### config.mk
export PLATFORM = sky130hd
export DESIGN_NAME = mips_run_ctrl
export DESIGN_NICKNAME = d
export VERILOG_FILES = /design/src/rtl/mips_run_ctrl.sv
export SDC_FILE = /design/constraint.sdc
export NUM_CORES = 1
export LEC_CHECK = 0
export CAP_MARGIN = 25
export CELL_PAD_IN_SITES_DETAIL_PLACEMENT = 2
export CELL_PAD_IN_SITES_GLOBAL_PLACEMENT = 2
export CORE_MARGIN = 2
export CORE_UTILIZATION = 33
export DETAILED_ROUTE_END_ITERATION = 16
export GPL_TIMING_DRIVEN = 0
export PLACE_DENSITY_LB_ADDON = 0.1
export SYNTH_ARGS = -nofsm -noshare
export SYNTH_HDL_FRONTEND = slang
export SYNTH_SLANG_ARGS = --single-unit
### constraint.sdc
create_clock -name clk -period 4.25 [get_ports clk]
set_input_delay 0.425 -clock clk [delete_from_list [all_inputs] [get_ports clk]]
set_output_delay 0.425 -clock clk [all_outputs]
set_load 0.05 [all_outputs]
### src/rtl/mips_run_ctrl.sv
// Run controller for the pipelined mips core: stretched clock-aligned core reset,
// free-run / single-step clock enable, and executed-cycle counting with a run-length limit.
module mips_run_ctrl #(
    parameter int unsigned HOLD_CYCLES = 4,
    parameter int unsigned RUN_CYCLES  = 9,
    parameter int unsigned CNT_W       = 16
) (
    input  logic             clk,
    input  logic             reset,
    input  logic             restart,
    input  logic             step_mode,
    input  logic             step,
    output logic             core_reset,
    output logic             core_run,
    output logic [CNT_W-1:0] cycle_count,
    output logic             done,
    output logic [1:0]       state
);

    typedef enum logic [1:0] {
        S_HOLD  = 2'd0,
        S_RUN   = 2'd1,
        S_PAUSE = 2'd2,
        S_DONE  = 2'd3
    } state_e;

    localparam int unsigned      HOLD_W    = (HOLD_CYCLES > 1) ? $clog2(HOLD_CYCLES) : 1;
    localparam logic [HOLD_W-1:0] HOLD_LAST = HOLD_W'(HOLD_CYCLES - 1);
    localparam bit               LIMITED   = (RUN_CYCLES != 0);
    localparam logic [CNT_W-1:0] RUN_LAST  = CNT_W'(LIMITED ? (RUN_CYCLES - 1) : 32'd0);
    localparam logic [CNT_W-1:0] RUN_LIMIT = CNT_W'(RUN_CYCLES);

    state_e            state_q, state_d;
    logic [HOLD_W-1:0] hold_cnt_q, hold_cnt_d;
    logic [CNT_W-1:0]  cycle_count_q, cycle_count_d;
    logic              core_reset_q, core_reset_d;
    logic              done_q, done_d;
    logic              run_en;

    always_comb begin
        // restart suppresses the enable combinationally so the core never executes on that cycle
        run_en        = !restart && ((state_q == S_RUN) || ((state_q == S_PAUSE) && step));
        state_d       = state_q;
        hold_cnt_d    = hold_cnt_q;
        cycle_count_d = cycle_count_q;
        core_reset_d  = core_reset_q;
        done_d        = done_q;

        if (restart) begin
            state_d       = S_HOLD;
            hold_cnt_d    = '0;
            cycle_count_d = '0;
            core_reset_d  = 1'b1;
            done_d        = 1'b0;
        end else begin
            unique case (state_q)
                S_HOLD: begin
                    if (hold_cnt_q == HOLD_LAST) begin
                        state_d      = step_mode ? S_PAUSE : S_RUN;
                        hold_cnt_d   = '0;
                        core_reset_d = 1'b0;
                    end else begin
                        hold_cnt_d = hold_cnt_q + 1'b1;
                    end
                end
                S_RUN, S_PAUSE: begin
                    if ((state_q == S_RUN) && step_mode) begin
                        state_d = S_PAUSE;
                    end else if ((state_q == S_PAUSE) && !step_mode) begin
                        state_d = S_RUN;
                    end
                    // Limit check comes last so reaching the run length overrides a mode change
                    if (run_en) begin
                        if (LIMITED && (cycle_count_q == RUN_LAST)) begin
                            cycle_count_d = RUN_LIMIT;
                            state_d       = S_DONE;
                            done_d        = 1'b1;
                        end else begin
                            cycle_count_d = cycle_count_q + 1'b1;
                        end
                    end
                end
                S_DONE: begin
                    state_d = S_DONE;
                end
                default: begin
                    state_d = S_HOLD;
                end
            endcase
        end
    end

    always_ff @(posedge clk or negedge reset) begin
        if (!reset) begin
            state_q       <= S_HOLD;
            hold_cnt_q    <= '0;
            cycle_count_q <= '0;
            core_reset_q  <= 1'b1;
            done_q        <= 1'b0;
        end else begin
            state_q       <= state_d;
            hold_cnt_q    <= hold_cnt_d;
            cycle_count_q <= cycle_count_d;
            core_reset_q  <= core_reset_d;
            done_q        <= done_d;
        end
    end

    assign core_reset  = core_reset_q;
    assign core_run    = run_en;
    assign cycle_count = cycle_count_q;
    assign done        = done_q;
    assign state       = state_q;

endmodule

==> results of run 1 <==
-- critical path, cell delays in order (launching register included) --
cell and delay, ns:
dfrtp_1 0.45, inv_1 0.11, ha_1 0.20, a21o_2 0.20
and2_1 0.17, clkdlybuf4s50_1 0.80
-- Yosys cell counts, drive strengths merged, types with 4 or more instances --
| master | count |
|---|---|
| nand2 | 14 |
| a21oi | 16 |
| nor4 | 4 |
| and2 | 4 |
| nor2 | 9 |
| ha | 7 |
| dfrtp | 21 |
| nand4 | 5 |
| o31ai | 7 |
| or4 | 7 |
| o21ai | 5 |
| inv | 6 |
| nand3 | 7 |
-- report_power, final --
part / switching, mW / leakage (nW) / internal [mW]
Combinational: 0.215 / 0.380 / 0.115
Sequential: 0.0254 / 0.301 / 0.232
Clock: 0.0732 / 0.0288 / 0.0827
Total: 0.314 / 0.710 / 0.430
-- registers in the layout, indices dropped and copies added (netlist names) --
signal,flops
hold_cnt_q,2
core_reset,1
done,1
cycle_count,16
state,2
-- per-layer routing --
metal / track usage / share of wire
met1: 0.2749 / 0.47
met2: 0.3313 / 0.51
met3: 0.01974 / 0.016
met4: 0.03750 / 0
met5: 0 / 0
-- through the flow --
step | util | setup WS [ns]
6_report | 0.4379 | 1.634
5_1_grt | 0.4379 | 1.504
4_1_cts | 0.4379 | 1.595
3_5_place_dp | 0.4241 | 1.751
3_3_place_gp | 0.4173 | 1.744
2_1_floorplan | - | 1.974
-- cell families after synthesis --
group / Yosys count / share of synthesized area
multiplexers: 3 / 0.02289
adder cells (fa/ha/maj): 7 / 0.06410
AO/OA/AOI/OAI: 37 / 0.1703
buffers and inverters: 12 / 0.03662
flip-flops: 22 / 0.4038
XOR/XNOR: 3 / 0.01923
AND/OR/NAND/NOR: 64 / 0.2830
-- worst max-delay path by stage --
stage                     slack (ns)               to  depth (start not counted)  startpoint
final                           1.63         core_run                          5    state[1]
after global routing            1.50         core_run                          5    state[1]
after CTS                       1.59         core_run                          5    state[1]
after detailed placement        1.75         core_run                          4        step
after global placement          1.74         core_run                          4        step
after floorplan                 1.97  cycle_count[15]                          7    state[0]
-- cells in the final DEF, fill, tap and decap left out, types with 3 or more instances in the layout --
| cell type | n |
|---|---|
| clkdlybuf4s50_1 | 24 |
| nand2_1 | 13 |
| and2_1 | 4 |
| inv_1 | 6 |
| dfrtp_1 | 21 |
| or4_1 | 6 |
| nand4_1 | 4 |
| buf_2 | 3 |
| nor4_1 | 4 |
| xor2_1 | 3 |
| nor2_1 | 9 |
| a21oi_1 | 14 |
| nor2b_1 | 3 |
| ha_1 | 7 |
| o21ai_0 | 4 |
| clkbuf_8 | 4 |
| a211oi_1 | 3 |
| nand3_1 | 6 |
| o31ai_1 | 7 |
-- final cells by class --
type / instances / area share
multi-input combinational: 114 / 0.4364
sequential: 22 / 0.3150
timing repair buffer: 25 / 0.1529
tap: 50 / 0.03571
clock buffer: 4 / 0.03143
buffer: 6 / 0.01571
inverter: 6 / 0.01286
==> run_results.csv, run 1 <==
group,metric,value,unit
logic_synthesis,synth-seq-area-share,0.4038,
min_path,whs_path_depth,2,
logic_synthesis,avgSynthCellArea,9.232,um2
finish,final_nets,190,
logic_synthesis,ys_types,42,
critical_path,rrSetupSlack,2.00,ns
timing,hold_ws,0.4454,ns
floorplan,core,4000,um2
clock_network,cts_buffers,3,
routing,viasPerCell,5.648,
routing,wl_per_cell,17.87,um
power,leakagePower,0.7099,nW
timing,finalSetupTns,0,ns
logic_synthesis,synth_area_leaders,"dfrtp_1 (38%), ha_1 (6.4%), a21oi_1 (5.1%)",
routing,first_iter_violations,17,
timing,post-route-period-util,0.6156,
grt,antenna_found_initial,0,
routing,vias,1282,
logic_synthesis,synthArstFlopShare,1.000,
clock_network,post_cts_buffers,0,
floorplan,pin_count,26,
clock_network,cts-htree-levels,1,
power,total_power,0.7437,mW
critical_path,cp.required,3.83,ns
placement,dp_cells,223,
floorplan,die_y,68.35,um
floorplan,rows,23,
run,drv_cap,0,
clock_network,post_cts_resized,0,
critical_path,critPathArrivalTime,2.19,ns
critical_path,startpoint_type,"flip-flop",
placement,dpl_cell_area,1697,um2
critical_path,cp_max_fo,8,
finish,diodes,0,
finish,drive_above_1_share,0.1243,
critical_path,rr_worst_depth,7,
min_path,holdPathEnd,"cycle_count[10]",
clock_network,clock_sinks,22,
grt,grt_max_degree,16,
finish,final_cells,227,
timing,fin_skew,0.002813,ns
clock_network,clk_path_buf_depth,2,
timing,report.final.setup_viol,0,
grt,grt_pass1_vias,1331,
timing,finalMaxSlewViolations,0,
logic_synthesis,netlist.area_leader.share,0.3846,
power,p_per_area,424.6,nW/um2
grt,grt-ovfl-total,0,
timing,fmax,382.2,MHz
critical_path,r2r_start,"state[0]",
routing,ant_nets,0,
power,ir_drop,143.9,uV
logic_synthesis,synth-seq-cells,22,
clock_network,clkTransAtPathRegs,0.09,ns
routing,drcViolationCount,0,
floorplan,die_w,68.35,um
clock_network,cts_tree,"built",
min_path,hp-start,"restart",
placement,place.gp.congestion,0.7130,
logic_synthesis,yosysTopAreaCell,"dfrtp_1",
clock_network,hold_buffers,0,
logic_synthesis,synthCells,148,
routing,drt_wl_total,4.056,mm
timing,relSlewSlack,0.5597,
outcome,outcome,"finished clean",
timing,hold_viol,0,
grt,groute.usage.overall,0.1970,
floorplan,start_util,0.3416,
timing,worst_pin_slew,0.6560,ns
finish,fillerInstances,434,
finish,regArea,551.8,um2
critical_path,reg2reg_to,"cycle_count[15]",
floorplan,die_area,4671,um2
timing,rsz0062_at_grt,"false",
finish,area_growth,28.21,%
grt,grt_pass1_wl,6.755,mm
clock_network,root_buffer,"clkbuf_8",
critical_path,critPathKind,"flip-flop to output port",
finish,fin_area,1752,um2
min_path,hold_path_class,"primary input to flip-flop",
finish,multi_input_comb_area,764.5,um2
placement,io_buffers,24,
logic_synthesis,ys_warn_count,0,
logic_synthesis,synth_edf_count,0,
clock_network,clk_latency,0.26,ns
placement,hpwl,3.020,mm
critical_path,crit_path_end_kind,"output port",
timing,final.min_clock_period,2.617,ns
logic_synthesis,synth_area,1366,um2
logic_synthesis,synth_ff_type,"dfrtp_1",
routing,first_pass_iters,4,
logic_synthesis,syn-num-nets,160,
(Power assumes the default switching activity.)
==> inputs of run 2 (changes only) <==
Settings changed: CORE_UTILIZATION 33 to 31.
Clock period 4.25 ns to 2.65 ns, I/O delays scaled along.
==> run 2 against run 1 <==
Against the previous run:
- sequential share of layout area grew 0.18 points
- critical path depth is the same
- hold slack lost 0.16 ns
- largest power group unchanged
==> run_results.csv, run 2 (synthesis results as in run 1) <==
group,metric,value,unit
clock_network,clkTransAtPathRegs,0.09,ns
timing,final.setup.worst_slack,0.1508,ns
routing,vias,1270,
timing,post-route-period-util,0.9431,
critical_path,cp.required,2.38,ns
timing,hold_viol,0,
power,ir_drop,281.0,uV
timing,report.final.setup_viol,0,
routing,wl_per_cell,17.49,um
clock_network,post_cts_buffers,0,
finish,drive_above_1_share,0.1243,
routing,viasPerCell,5.546,
critical_path,startpoint_type,"flip-flop",
outcome,outcome,"finished clean",
routing,first_iter_violations,40,
critical_path,crit_path_cell_trace,"inv_1 > ha_1 > a21o_2 > and2_1 > clkdlybuf4s50_1",
power,comb_power_share,0.447,
timing,final.min_clock_period,2.499,ns
routing,ant_nets,0,
power,clkPwrFrac,0.211,
routing,drt-met1-wl,2.023,mm
min_path,hold_path_class,"primary input to flip-flop",
floorplan,core,4294,um2
critical_path,path_delay_family,"buffers and inverters",
grt,antenna_found_initial,0,
power,p_per_area,690.3,nW/um2
timing,relSlewSlack,0.5071,
grt,grt_pass1_wl,7.203,mm
floorplan,rows,24,
critical_path,critPathKind,"flip-flop to output port",
finish,final_cell_mix,"clkdlybuf4s50_1 (24), dfrtp_1 (21), a21oi_1 (14)",
placement,hpwl,3.063,mm
clock_network,cts_buffers,3,
timing,fin_skew,0.002946,ns
routing,drcViolationCount,0,
clock_network,post_cts_resized,0,
power,sequentialPowerShare,0.342,
routing,highest_layer,"met4",
grt,grt-ovfl-total,0,
power,p_switching,0.5160,mW
grt,grt_max_degree,15,
critical_path,cp_max_fo,8,
critical_path,cp_slowest_stage_delay,0.80,ns
timing,finalMaxSlewViolations,0,
floorplan,die_y,70.39,um
critical_path,crit_buf_inv,2,
critical_path,crit_path_end_kind,"output port",
floorplan,pin_count,26,
power,intPower,0.6863,mW
floorplan,start_util,0.3182,
run,drv_cap,0,
timing,rsz0062_at_grt,"false",
clock_network,cts_tree,"built",
floorplan,die_area,4955,um2
finish,final_nets,190,
finish,area_growth,27.47,%
critical_path,critPathArrivalTime,2.23,ns
timing,worst_pin_slew,0.7344,ns
placement,place.gp.congestion,0.8209,
clock_network,clk_path_buf_depth,2,
grt,groute.usage.overall,0.1804,
routing,drt_wl_total,4.006,mm
critical_path,slowest_stage,"clkdlybuf4s50_1",
timing,fmax,400.1,MHz
finish,post-route-util,0.4056,
timing,finalSetupTns,0,ns
placement,io_buffers,24,
finish,layout.cells.most_common,"clkdlybuf4s50_1",
finish,largest_reg_flops,16,
finish,diodes,0,
placement,dp_slack,0.3537,ns
clock_network,hold_buffers,0,
clock_network,clock_sinks,22,
routing,wl_met3,97,um
clock_network,cts-htree-levels,1,
clock_network,root_buffer,"clkbuf_8",
power,leakagePower,0.7046,nW
routing,first_pass_iters,4,
power,swShare,0.4292,
routing,wl_met2,1.854,mm
grt,grt_pass1_vias,1429,
clock_network,clk_latency,0.27,ns
floorplan,die_w,70.39,um
-- run 2: cell count changes in the layout (fill, tap and decap cells not counted) --
cell	delta
buf_8	+1
buf_16	-1
-- run 2: layout make-up --
class / instances / area, um2
Tap cell: 52 / 65.06
Clock buffer: 4 / 55.05
Sequential cell: 22 / 551.8
Fill cell: 474 / 2552
Inverter: 6 / 22.52
Buffer: 6 / 27.53
Multi-Input combinational cell: 114 / 764.5
Timing Repair Buffer: 25 / 255.2
-- run 2: power groups by stage --
| stage | Sequential [mW] | Clock [mW] | Combinational [mW] |
|---|---|---|---|
| final | 0.411 | 0.254 | 0.537 |
| after global routing | 0.419 | 0.276 | 0.612 |
| after CTS | 0.413 | 0.263 | 0.550 |
| after detailed placement | 0.420 | 0 | 0.547 |
| after global placement | 0.413 | 0 | 0.522 |
| after floorplan | 0.480 | 0 | 0.304 |
-- run 2: final timing paths --
kind / slack, ns / endpoint / startpoint / depth (start not counted)
max in group asynchronous: 1.77 / core_reset / reset / 2
min in group asynchronous: 0.32 / cycle_count[2] / reset / 1
hold reg to reg: 0.47 / core_reset / core_reset / 2
setup / recovery: 0.15 / core_run / state[0] / 5
setup reg to reg: 0.36 / cycle_count[15] / state[1] / 7
hold / removal: 0.28 / cycle_count[10] / restart / 2
-- run 2: layer usage --
metal / global-route usage / up-vias
met3: 0.03175 / 4
met5: 0 / -
li1: - / 607
met1: 0.2563 / 640
met4: 0.03205 / 0
met2: 0.2893 / 19
-- run 2: stage by stage --
step | area [um2] | hold slack (ns) | std cells | total power, mW
global route | 1742 | 0.2854 | 229 | 1.307
finish | 1742 | 0.2806 | 229 | 1.202
CTS | 1742 | 0.2754 | 229 | 1.226
floorplan | 1366 | -0.03059 | 148 | 0.7842
global placement | 1672 | 0.4511 | 224 | 0.9350
detailed placement | 1687 | 0.4662 | 225 | 0.9669
-- run 2: worst reg2reg max path, delay by kind of cell (launching register included) --
family	cells	cell delay [ns]
buf+inv	3	0.54
flops	1	0.46
mux	1	0.38
simple gates	1	0.37
fa+ha+maj	1	0.28
compound gates	1	0.16
==> inputs of run 3 (changes only) <==
Settings changed: SLEW_MARGIN from default to 20.
==> results of run 3 <==
Final layout, timing and power as in run 2 (identical DEF).
